[config.mk]
export PLATFORM = sky130hd
export DESIGN_NAME = register_arbiter
export DESIGN_NICKNAME = d
export VERILOG_FILES = /design/src/rtl/register_arbiter_pkg.sv /design/src/rtl/register_arbiter_rr_picker.sv /design/src/rtl/register_arbiter.sv
export SDC_FILE = /design/constraint.sdc
export NUM_CORES = 1
export LEC_CHECK = 0
export CAP_MARGIN = 20
export CORE_MARGIN = 4
export CORE_UTILIZATION = 28
export CTS_CLUSTER_DIAMETER = 60
export CTS_CLUSTER_SIZE = 20
export DETAILED_ROUTE_END_ITERATION = 8
export DONT_BUFFER_PORTS = 1
export SYNTH_ARGS = -nofsm -noshare
export SYNTH_HDL_FRONTEND = slang
export SYNTH_SLANG_ARGS = --single-unit
[constraint.sdc]
create_clock -name CLK -period 2.98 [get_ports CLK]
set_input_delay 0.447 -clock CLK [delete_from_list [all_inputs] [get_ports CLK]]
set_output_delay 0.447 -clock CLK [all_outputs]
set_load 0.02 [all_outputs]
[src/rtl/register_arbiter_pkg.sv]
// rtl/register_arbiter_pkg.sv - shared constants and state encoding for register_arbiter
package register_arbiter_pkg;

    localparam int DEFAULT_N     = 4;
    localparam int DEFAULT_WIDTH = 16;

    typedef enum logic [1:0] {
        ST_IDLE  = 2'd0,
        ST_GRANT = 2'd1,
        ST_ACK   = 2'd2
    } state_e;

    // Pointer width for n requesters; at least one bit so vectors stay legal.
    function automatic int ptr_width(input int n);
        return (n > 1) ? $clog2(n) : 1;
    endfunction

endpackage

[src/rtl/register_arbiter_rr_picker.sv]
// rtl/register_arbiter_rr_picker.sv - combinational round-robin winner selection
module rr_picker #(
    parameter int N  = 4,
    parameter int PW = 2
) (
    input  logic [N-1:0]  req_i,
    input  logic [PW-1:0] ptr_i,
    output logic [N-1:0]  winner_o,
    output logic          valid_o
);

    logic [PW-1:0] idx;

    // Scan from ptr_i upward, wrapping at N-1, and take the first active request.
    always_comb begin
        winner_o = '0;
        valid_o  = 1'b0;
        idx      = '0;
        for (int k = 0; k < N; k++) begin
            idx = PW'((int'(ptr_i) + k) % N);
            if (!valid_o && req_i[idx]) begin
                winner_o[idx] = 1'b1;
                valid_o       = 1'b1;
            end
        end
    end

endmodule

[src/rtl/register_arbiter.sv]
// rtl/register_arbiter.sv - round-robin arbitrated shared register (option: REGISTER_ARBITER_LOCK_EN)
module register_arbiter
    import register_arbiter_pkg::*;
#(
    parameter int N     = DEFAULT_N,
    parameter int WIDTH = DEFAULT_WIDTH
) (
    input  logic                 CLK,
    input  logic                 RESET_N,
    input  logic [N-1:0]         REQ,
    input  logic [N*WIDTH-1:0]   DIN,
`ifdef REGISTER_ARBITER_LOCK_EN
    input  logic [N-1:0]         LOCK,
`endif
    output logic [N-1:0]         GNT,
    output logic [N-1:0]         ACK,
    output logic [WIDTH-1:0]     Q,
    output logic                 BUSY
);

    localparam int PW = ptr_width(N);

    state_e         state_q;
    logic [PW-1:0]  ptr_q;
    logic [PW-1:0]  win_idx_q;
    logic [N-1:0]   win_q;
    logic [N-1:0]   gnt_q;
    logic [N-1:0]   ack_q;
    logic [WIDTH-1:0] q_q;
    logic [WIDTH-1:0] q_d;

    logic [N-1:0]   pick_oh;
    logic           pick_valid;
    logic [PW-1:0]  pick_idx;
    logic [PW-1:0]  ptr_d;
    logic [WIDTH-1:0] win_din;
    logic           load;

    rr_picker #(
        .N  (N),
        .PW (PW)
    ) u_picker (
        .req_i    (REQ),
        .ptr_i    (ptr_q),
        .winner_o (pick_oh),
        .valid_o  (pick_valid)
    );

    // Binary index of the picker's one-hot winner.
    always_comb begin
        pick_idx = '0;
        for (int i = 0; i < N; i++) begin
            if (pick_oh[i]) begin
                pick_idx = PW'(i);
            end
        end
    end

    // Write data of the latched winner, muxed with constant slice offsets.
    always_comb begin
        win_din = '0;
        for (int i = 0; i < N; i++) begin
            if (win_q[i]) begin
                win_din = DIN[i*WIDTH +: WIDTH];
            end
        end
    end

    // Pointer after a completed write: one past the winner, or held on the winner when locked.
    always_comb begin
        ptr_d = (win_idx_q == PW'(N - 1)) ? '0 : win_idx_q + 1'b1;
`ifdef REGISTER_ARBITER_LOCK_EN
        if (|(LOCK & win_q)) begin
            ptr_d = win_idx_q;
        end
`endif
    end

    // Write only commits while the winner is still requesting in GRANT.
    assign load = (state_q == ST_GRANT) && |(REQ & win_q);
    assign q_d  = load ? win_din : q_q;

    // Arbitration FSM with registered grant and acknowledge outputs.
    always_ff @(posedge CLK) begin
        if (!RESET_N) begin
            state_q   <= ST_IDLE;
            ptr_q     <= '0;
            win_q     <= '0;
            win_idx_q <= '0;
            gnt_q     <= '0;
            ack_q     <= '0;
        end else begin
            case (state_q)
                ST_IDLE: begin
                    ack_q <= '0;
                    if (pick_valid) begin
                        win_q     <= pick_oh;
                        win_idx_q <= pick_idx;
                        gnt_q     <= pick_oh;
                        state_q   <= ST_GRANT;
                    end else begin
                        gnt_q <= '0;
                    end
                end
                ST_GRANT: begin
                    if (load) begin
                        ack_q   <= win_q;
                        state_q <= ST_ACK;
                    end else begin
                        gnt_q   <= '0;
                        state_q <= ST_IDLE;
                    end
                end
                ST_ACK: begin
                    ack_q   <= '0;
                    gnt_q   <= '0;
                    ptr_q   <= ptr_d;
                    state_q <= ST_IDLE;
                end
                default: begin
                    ack_q   <= '0;
                    gnt_q   <= '0;
                    state_q <= ST_IDLE;
                end
            endcase
        end
    end

    // Shared load-enabled register.
    always_ff @(posedge CLK) begin
        if (!RESET_N) begin
            q_q <= '0;
        end else begin
            q_q <= q_d;
        end
    end

    assign GNT  = gnt_q;
    assign ACK  = ack_q;
    assign Q    = q_q;
    assign BUSY = (state_q != ST_IDLE);

endmodule

# After elaboration in Yosys (flattened, before gate mapping)
# Cells that the tools add are included.
# W data, S select, Z words.
[word_totals]
ff_bits = 34
wordCells = 82
in_bits = 70
[op_classes]
addsub = 4
bitwise_logic = 4
magnitude_cmp = 8
n_eq_ne = 5
mux = 38
reduce_logical = 16
[ops]
columns = ["op", "n"]
rows = [
  ["$mux W16", 4],
  ["$mux W4", 6],
  ["$mux W1", 13],
  ["$lt A2 B3 Y1 const B", 4],
  ["$or A4 B4 Y4", 3],
  ["$mux W2", 5],
  ["$bmux W1 S2", 4],
  ["$demux W1 S2", 4],
  ["$ge A2 B1 Y1 const B", 4],
  ["$logic_and A1 B1 Y1", 8],
  ["$pmux W4 S2", 1],
  ["$add A2 B1 Y2 const B", 2],
  ["$add A2 B2 Y2 const B", 2],
  ["$and A4 B4 Y4", 1],
  ["$eq A2 B2 Y1 const B", 2],
  ["$ne A2 B2 Y1 const B", 2],
  ["$pmux W2 S2", 1],
  ["$reduce_and A2 Y1", 2],
  ["$reduce_or A4 Y1", 1],
  ["$logic_not A1 Y1", 3],
  ["$eq A2 B1 Y1 const B", 1],
  ["$logic_not A2 Y1", 1],
  ["$reduce_bool A2 Y1", 1],
]

# Longest topological paths before layout
[logic_depth]
depth_word = 15
ltp_mapped = 8

# By module
# A second synthesis with hierarchy kept.
[hier_totals]
cells_unflattened = 313
area_unflattened_um2 = 2743.9
[by_module_without_submodules]
columns = ["module", "area_each_um2", "seq_area_each_um2", "instances", "cells_each"]
rows = [
  ["register_arbiter", 2249.7, 680.7, 1, 251],
  ["rr_picker", 494.2, 0.0, 1, 62],
]

# Least setup slack after synthesis
# Ideal clock, no wire load.
[synth_path]
path_type = "reg2reg"
startpoint = "register ptr_q[1]"
endpoint = "register win_q[1]"
path_buffers = 1
path_stages_with_launch = 9
setup_ps = 70
arrival_time_ps = 2452
required_time_ps = 2910
setup_slack_ps = 458
cell_sequence = "dfxtp_1 > clkbuf_1 > inv_1 > ha_1 > or3b_1 > a2111oi_2 > nor2_1 > o32a_4 > a21oi_2"
[synth_via]
elab_chain_len = 13
[synth_rtl]
columns = ["item", "line_no", "source"]
rows = [
  ["from (decl)", "register_arbiter.sv:24", "logic [PW-1:0] ptr_q;"],
  ["from (signal assigned)", "register_arbiter.sv:117", "ptr_q <= ptr_d;"],
  ["branches (longest 13 deep; another with $lt A2 B3 Y1)", "n/a", ""],
  ["to (signal assigned)", "register_arbiter.sv:97", "win_q <= pick_oh;"],
  ["to (decl)", "register_arbiter.sv:26", "logic [N-1:0] win_q;"],
]
# Several ways; the timed one is not identified. The select of a mux whose other input is x is not followed.
# A chain may end at the register's enable or synchronous reset.

# Worst setup path in the final report
[layout_path]
startpoint = "register ptr_q[1]"
endpoint = "register win_idx_q[0]"
[layout_via]
elab_chain_len = 15
[layout_rtl]
columns = ["item", "line_no", "source"]
rows = [
  ["branches (longest 15 deep; another with $lt A2 B3 Y1)", "n/a", ""],
  ["to (signal assigned)", "register_arbiter.sv:98", "win_idx_q <= pick_idx;"],
  ["to (decl)", "register_arbiter.sv:25", "logic [PW-1:0] win_idx_q;"],
]
# Several ways; the timed one is not identified. The select of a mux whose other input is x is not followed.

==> reports/results.ini <==
[outcome]
outcome=finished, final reports clean

[yosys]
synth_edf_count=0
synth_top_area_share_pct=31.0
ys_ff_latch=34
synthFlopType=dfxtp_1
synth_cell_type_count=53
avgSynthCellArea_um2=8.65
synth.cell_area_um2=2200
synthArstFlopShare_pct=0
postSynthNetCount=331
yosys.area.top_type=dfxtp_1
synth_area_leaders=dfxtp_1, a221oi_1, a21oi_1, nor2b_1, ha_1
syn_inst=254
ys_seq_area_share_pct=31.0
yosysWarnings=0

[floorplanning]
die_h_um=96.6
die_area_um2=9330
rows=32
die_x_um=96.6
io_pins=95
start_util_pct=28.6
core_area_um2=7690

[pwr]
p_int_mw=0.967
power.density_nw_per_um2=577
switchingPower_mw=0.425
pwr-share-comb_pct=24.0
power_leakage_nw=0.827
irDropWorstVdd_mv=0.248
pwr-share-clk_pct=36.5
netSwitchingFraction_pct=30.5
pwr-share-seq_pct=39.5

[worst_setup_path]
worstSetupPathType=reg -> reg
crit_required_ns=3.15
r2r_cells=7
start_kind=register
end_kind=register
arrival_ns=2.93
cp_max_fo=9

[finish]
n_antenna_cell=0
layout_common_cells=dfxtp_1, a21oi_1, nor2b_1, a221oi_1, nor3_1
final_common_cell=dfxtp_1
final_layout_size_suffix_gt1_share_pct=14.5
nNetsFinal=324
final_util_pct=31.4
syn2layout_area_growth_pct=9.79

[sta]
min_period_over_period_pct=92.6
setup_violations=0
setup_tns_ns=0
finClkSkew_ns=0.00807
fmax_mhz=362
rsz0062_at_grt=false
drv_slew=0
finalCriticalPeriod_ns=2.76
relSlewSlack_pct=55.9
finalHoldViolCount=0
finalWorstSetupSlack_ns=0.220
tightest_slew_ns=0.660

[placed_design]
place.gp.congestion=0.913
post-place-ws_ns=0.283
port_buffers=0
hpwl_mm=4.59

[cts]
cts_resized=0
cts_hold_buf=0
cts_root_buf=clkbuf_8
cts_buffers=5
postCtsSetupBuffers=0
clk_pin_slew_ns=0.07
clk_latency_ns=0.29
htreeDepth=2
tritoncts=built
clock_sinks=34
clockBufferDepth=2

[run]
max-cap-violations=0

[drt]
drtAntennaViolNets=0
vias=1936
dr.pass1.iters=4
wl_per_cell_um=17.0
wirelength_mm=5.94
via_per_inst=5.53
remaining_drc_errors=0
drt_iter0_drc=43

[global_route]
grt_max_degree=35
grtUsageTotal_pct=12.0
grt_pass1_wl_mm=8.65
grt_pass1_vias=1803
antenna_found_initial=0
grt-ovfl-total=0

[worst_hold_path]
hold_depth=2
hold_class=in -> reg

==> logic make-up after synthesis <==
family | after synthesis | synth area share [%]
AND/OR/NAND/NOR | 83 | 21.0
multiplexers | 9 | 5.35
flip-flops | 34 | 31.0
buffers and inverters | 31 | 6.55
AO/OA/AOI/OAI | 90 | 32.1
adder cells (fa/ha/maj) | 7 | 3.99
==> synthesized netlist by cell type (all sizes together) (2+ instances only) <==
cell / number
dfxtp: 34
a21oi: 26
nor2b: 19
a221oi: 16
clkbuf: 16
nor3: 16
nand2: 14
o21ai: 14
nor2: 12
o2bb2ai: 10
inv: 9
ha: 7
a211oi: 6
buf: 6
mux2i: 5
a2111oi: 3
nand2b: 3
nand3: 3
nand3b: 3
nor4: 3
o22ai: 3
a221o: 2
and2: 2
and3: 2
mux2: 2
mux4: 2
or3b: 2
==> layout make-up <==
class | count | area (um2)
sequential | 34 | 681
multi-input combinational | 189 | 1370
clock buffer | 5 | 68.8
clock inverter | 3 | 68.8
tap | 102 | 128
inverter | 9 | 33.8
timing repair buffer | 8 | 60.1
fill | 799 | 5280
==> state kept, by name, summed over array words and instances, names as in the netlist <==
register and cells:
ACK 4, win_idx_q 2, win_q 4, GNT 4, Q 16, state_q 2, ptr_q 2
==> through the flow <==
stage / hold WS [ns] / total power, mW / cell area (um2) / std cells
3_5_place_dp: 0.518 / 0.891 / 2270 / 341
3_3_place_gp: 0.500 / 0.885 / 2270 / 341
6_report: 0.288 / 1.39 / 2410 / 350
4_1_cts: 0.276 / 1.41 / 2400 / 349
5_1_grt: 0.298 / 1.47 / 2410 / 350
2_1_floorplan: 0.454 / 0.833 / 2200 / 254
==> per-layer routing <==
layer  part of all wire, %  GRT usage [%]  wire (um)
met1                    41           13.8       2420
met2                    47           20.7       2800
met5                     0              0          0
met3                    11           4.18        625
met4                   1.7           4.09        102
==> power by group through the flow <==
stage / Clock [mW] / Combinational (mW) / Sequential, mW
floorplan: 0 / 0.285 / 0.547
global placement: 0 / 0.325 / 0.560
detailed placement: 0 / 0.331 / 0.560
CTS: 0.524 / 0.332 / 0.550
global route: 0.541 / 0.377 / 0.555
finish: 0.508 / 0.334 / 0.549
==> critical path: stages (launching register included) <==
cell	delay, ns
dfxtp_1	0.54
inv_1	0.14
ha_1	0.42
mux2_2	0.40
and3_1	0.19
a2111oi_0	0.53
o211a_1	0.32
o22ai_2	0.10
==> final timing paths <==
path                  end      from  slack [ns]
max reg2reg  win_idx_q[0]  ptr_q[1]        0.22
max          win_idx_q[0]  ptr_q[1]        0.22
min reg2reg        ACK[0]  win_q[0]        0.53
min              win_q[3]   RESET_N        0.29
Note: power is estimated with default switching activity, not from simulation.
